--- src/rtl/glitch_filter_mc.sv ---
// Multi-channel glitch filter: optional two-flop synchroniser per channel, then
// bypass, symmetric debounce or pulse stretch, with registered rise/fall events.
module glitch_filter_mc #(
   parameter int CH      = 4,
   parameter int CNT_W   = 8,
   parameter bit SYNC_EN = 1'b1,
   parameter bit RST_VAL = 1'b0
) (
   input  logic             clk,
   input  logic             rst_n,
   input  logic [1:0]       mode,
   input  logic [CNT_W-1:0] filt_len,
   input  logic [CH-1:0]    din,
   output logic [CH-1:0]    dout,
   output logic [CH-1:0]    rise,
   output logic [CH-1:0]    fall
);

   typedef enum logic [1:0] {
      MODE_BYPASS   = 2'b00,
      MODE_DEBOUNCE = 2'b01,
      MODE_STRETCH  = 2'b10
   } fmode_e;

   localparam logic [CH-1:0]    RST_VEC = {CH{RST_VAL}};
   localparam logic [CNT_W-1:0] CNT_MAX = {CNT_W{1'b1}};
   localparam logic [CNT_W-1:0] CNT_ONE = {{(CNT_W-1){1'b0}}, 1'b1};
   localparam logic [CNT_W:0]   WIDE_ONE = {{CNT_W{1'b0}}, 1'b1};

   logic [CH-1:0]    w_s;
   logic [1:0]       r_modeQ;
   logic             w_modeChg;
   fmode_e           w_mode;
   logic [CNT_W-1:0] w_len;
   logic [CNT_W-1:0] r_cnt     [CH];
   logic [CNT_W-1:0] w_cntNext [CH];
   logic [CH-1:0]    r_dout;
   logic [CH-1:0]    w_doutNext;
   logic [CH-1:0]    r_rise;
   logic [CH-1:0]    r_fall;

   generate
      if (SYNC_EN) begin : g_sync
         logic [CH-1:0] r_sync1;
         logic [CH-1:0] r_sync2;

         always_ff @(posedge clk or negedge rst_n) begin
            if (!rst_n) begin
               r_sync1 <= RST_VEC;
               r_sync2 <= RST_VEC;
            end else begin
               r_sync1 <= din;
               r_sync2 <= r_sync1;
            end
         end

         assign w_s = r_sync2;
      end else begin : g_nosync
         assign w_s = din;
      end
   endgenerate

   always_comb begin
      w_mode = MODE_DEBOUNCE;
      if (mode == 2'b00) begin
         w_mode = MODE_BYPASS;
      end else if (mode == 2'b10) begin
         w_mode = MODE_STRETCH;
      end
   end

   assign w_modeChg = (mode != r_modeQ);
   assign w_len     = (filt_len == '0) ? CNT_ONE : filt_len;

   // A mode change clears every counter and freezes dout for that one cycle.
   always_comb begin
      for (int i = 0; i < CH; i++) begin
         w_doutNext[i] = r_dout[i];
         w_cntNext[i]  = r_cnt[i];
         if (w_modeChg) begin
            w_cntNext[i] = '0;
         end else begin
            case (w_mode)
               MODE_BYPASS: begin
                  w_doutNext[i] = w_s[i];
                  w_cntNext[i]  = '0;
               end
               MODE_STRETCH: begin
                  // Tail covers L full cycles after the cycle of the last high sample.
                  if (w_s[i]) begin
                     w_doutNext[i] = 1'b1;
                     w_cntNext[i]  = '0;
                  end else if (r_dout[i]) begin
                     if (r_cnt[i] >= w_len) begin
                        w_doutNext[i] = 1'b0;
                        w_cntNext[i]  = '0;
                     end else begin
                        w_cntNext[i] = (r_cnt[i] == CNT_MAX) ? CNT_MAX : r_cnt[i] + CNT_ONE;
                     end
                  end else begin
                     w_cntNext[i] = '0;
                  end
               end
               default: begin
                  if (w_s[i] == r_dout[i]) begin
                     w_cntNext[i] = '0;
                  end else if (({1'b0, r_cnt[i]} + WIDE_ONE) >= {1'b0, w_len}) begin
                     w_doutNext[i] = w_s[i];
                     w_cntNext[i]  = '0;
                  end else begin
                     w_cntNext[i] = (r_cnt[i] == CNT_MAX) ? CNT_MAX : r_cnt[i] + CNT_ONE;
                  end
               end
            endcase
         end
      end
   end

   always_ff @(posedge clk or negedge rst_n) begin
      if (!rst_n) begin
         r_modeQ <= 2'b00;
         r_dout  <= RST_VEC;
         r_rise  <= '0;
         r_fall  <= '0;
         for (int i = 0; i < CH; i++) begin
            r_cnt[i] <= '0;
         end
      end else begin
         r_modeQ <= mode;
         r_dout  <= w_doutNext;
         r_rise  <= w_doutNext & ~r_dout;
         r_fall  <= ~w_doutNext & r_dout;
         for (int i = 0; i < CH; i++) begin
            r_cnt[i] <= w_cntNext[i];
         end
      end
   end

   assign dout = r_dout;
   assign rise = r_rise;
   assign fall = r_fall;

endmodule
--- config.mk ---
export PLATFORM = sky130hd
export DESIGN_NAME = glitch_filter_mc
export DESIGN_NICKNAME = d
export VERILOG_FILES = /design/src/rtl/glitch_filter_mc.sv
export SDC_FILE = /design/constraint.sdc
export NUM_CORES = 1
export LEC_CHECK = 0
export BUFFER_PORTS_ARGS = -buffer_cell sky130_fd_sc_hd__buf_2
export CORE_MARGIN = 2
export CORE_UTILIZATION = 53
export DETAILED_ROUTE_END_ITERATION = 7
export PLACE_DENSITY_LB_ADDON = 0.15
export SYNTH_ARGS = -nofsm -noshare
export SYNTH_HDL_FRONTEND = slang
export SYNTH_SLANG_ARGS = --single-unit
export TNS_END_PERCENT = 10
--- constraint.sdc ---
create_clock -name clk -period 3.3 [get_ports clk]
set_input_delay 0.495 -clock clk [delete_from_list [all_inputs] [get_ports clk]]
set_output_delay 0.495 -clock clk [all_outputs]
set_load 0.03 [all_outputs]
==> flow_metrics.env <==
export IMPL_async_flop_share=1.00
export IMPL_cp_arrival_ps=3170
export IMPL_slew_viol_final=0
export IMPL_drive_gt1_frac=0.144
export IMPL_yosysWarnings=0
export IMPL_fp_coreArea_um2=7370
export IMPL_status="finished clean"
export IMPL_path_clk_slew_ps=110
export IMPL_synth_top_area_cell="dfrtp_1"
export IMPL_cts_num_sinks=54
export IMPL_fin_crit_ps=2910
export IMPL_peakVddDrop_mv=0.263
export IMPL_grt_max_degree=31
export IMPL_die_h_um=91.7
export IMPL_worstSetupPathType="reg2reg"
export IMPL_drv_cap=0
export IMPL_netlist_area_um2=4080
export IMPL_clk_insertion_delay_late_ps=320
export IMPL_drc_errors=0
export IMPL_worstPathMaxFanout=8
export IMPL_yosysSeqAreaShare=0.331
export IMPL_grtUsageTotal=0.229
export IMPL_tightest_slew_ps=660
export IMPL_grt_antenna_before_repair=0
export IMPL_cp_data_required_time_ps=3560
export IMPL_ant_nets=0
export IMPL_grt_pass1_wl_mm=15.3
export IMPL_leakagePower_nw=2.32
export IMPL_dieArea_um2=8410
export IMPL_synth_seq_cells=54
export IMPL_setup_tns_ps=0
export IMPL_post_cts_resized=0
export IMPL_cts_root_buf="clkbuf_8"
export IMPL_yosys_top_cells_count="ha_1, dfrtp_1, nor2_1"
export IMPL_grt_pass1_vias=3128
export IMPL_critPathCaptureType="flip-flop"
export IMPL_via_per_inst=5.68
export IMPL_synth_fp_nets=503
export IMPL_fin_nets=541
export IMPL_drt_wl_total_mm=8.91
export IMPL_port_buffers=27
export IMPL_finalSetupViolations=0
export IMPL_final_period_utilization=0.882
export IMPL_synth_top_area_share=0.331
export IMPL_cts_tree="done"
export IMPL_grt_overflow=0
export IMPL_synth_edf_count=0
export IMPL_dr_pass1_iters=5
export IMPL_synth_area_per_cell_um2=9.73
export IMPL_dr_total_vias=3161
export IMPL_place_gp_congestion=0.946
export IMPL_die_w_um=91.7
export IMPL_rsz0062_at_grt="no"
export IMPL_num_rows=31
export IMPL_start_kind="flip-flop"
export IMPL_skew_ps=5.84
export IMPL_power_density_nw_per_um2=322
export IMPL_syn_inst=419
export IMPL_multi_input_area_um2=2600
export IMPL_start_util=0.553
export IMPL_ys_dominant_reg_cell="dfrtp_1"
export IMPL_htreeDepth=2
export IMPL_p_total_mw=1.44
export IMPL_io_pins=28
export IMPL_ys_top_cells_by_area="dfrtp_1, ha_1, nor2_1"
export IMPL_fillers=669
export IMPL_register_area_um2=1350
export IMPL_numCtsBuffers=5
export IMPL_antennaDiodeCount=0
export IMPL_areaGrowthSynthToFinish_pct=9.48
export IMPL_wl_per_cell_um=16.0
export IMPL_clock_path_buffers=2
export IMPL_post_cts_buffers=0
export IMPL_fin_util=0.606
export IMPL_yosysMostFrequentCell="ha_1"
export IMPL_dpl_hpwl_mm=6.94
export IMPL_layout_cells_non_filler=557
export IMPL_synth_cell_types=50
export IMPL_relSlewSlack=0.560
export IMPL_placed_cells=549
export IMPL_postCtsHoldBufs=0
export IMPL_dr_first_iter_drc_count=95
export IMPL_max_freq_mhz=344
export IMPL_hold_path_class="in2async"
export IMPL_hold_viol=0
==> per-layer routing <==
metal  global-route usage  share of wire  vias up
li1                     -              -     1586
met1                0.317           0.48     1498
met2                0.373           0.47       66
met3               0.0337          0.035       11
met4               0.0672          0.012        0
met5                    0              0        -
==> state kept, by name (all words and copies together) (netlist names) <==
signal          cells
r_modeQ             2
r_cnt              32
dout                4
fall                4
rise                4
g_sync.r_sync2      4
g_sync.r_sync1      4
==> stage by stage <==
step	instance area, um2	setup slack (ps)	hold slack (ps)
6_report	4470	390	186
3_3_place_gp	4370	252	334
4_1_cts	4470	412	207
2_1_floorplan	4080	782	199
5_1_grt	4470	202	251
3_5_place_dp	4370	138	335
==> cell usage in the layout (no fill, tap or decap), drive strengths merged, types with 10 or more instances in the layout <==
master / n
ha: 68
nand3: 21
inv: 31
nor2b: 11
nand2: 20
nor2: 50
dfrtp: 54
xor2: 13
a211oi: 10
nor3: 15
xnor2: 17
a21oi: 22
buf: 34
==> cell type report <==
type,count,share of cell area
Clock buffer,5,0.0154
Clock inverter,3,0.00560
Inverter,30,0.0252
Multi-Input combinational cell,332,0.581
Sequential cell,54,0.303
Tap cell,99,0.0277
Timing Repair Buffer,34,0.0420
==> power by group <==
part	internal [mW]	switching, mW	total (mW)
sequential	0.690	0.0346	0.724
clock	0.154	0.240	0.394
combinational	0.122	0.198	0.321
total	0.966	0.473	1.44
==> kinds of logic (layout without fill, tap and decap cells) <==
kind of cell	count (synthesis)	count (layout)	share of synthesized area
multiplexers	2	2	0.00491
adder cells (fa/ha/maj)	68	68	0.209
XOR/XNOR	30	30	0.0644
buffers and inverters	33	72	0.0322
flip-flops	54	54	0.331
AND/OR/NAND/NOR	150	150	0.186
AO/OA/AOI/OAI	82	82	0.173
==> critical path, cell delays in order (launching register included) <==
cell,delay (ps)
dfrtp_1,440
ha_1,230
nand4_1,180
or2_2,360
xnor2_1,210
ha_1,280
a21oi_1,140
o221ai_1,140
a211oi_2,370
a22oi_2,210
o21ba_1,280
==> path summary, 6_finish.rpt <==
kind / endpoint / depth (start not counted) / start / slack [ps]
max in group asynchronous: r_cnt[15] / 2 / rst_n / 2340
worst min register to register: g_sync.r_sync2[3] / 0 / g_sync.r_sync1[3] / 360
worst max-delay path: r_cnt[4] / 10 / r_cnt[1] / 390
min in group clk: g_sync.r_sync1[1] / 1 / din[1] / 280
worst max register to register: r_cnt[4] / 10 / r_cnt[1] / 390
worst min-delay path: r_cnt[22] / 1 / rst_n / 190
(Power assumes the default switching activity.)
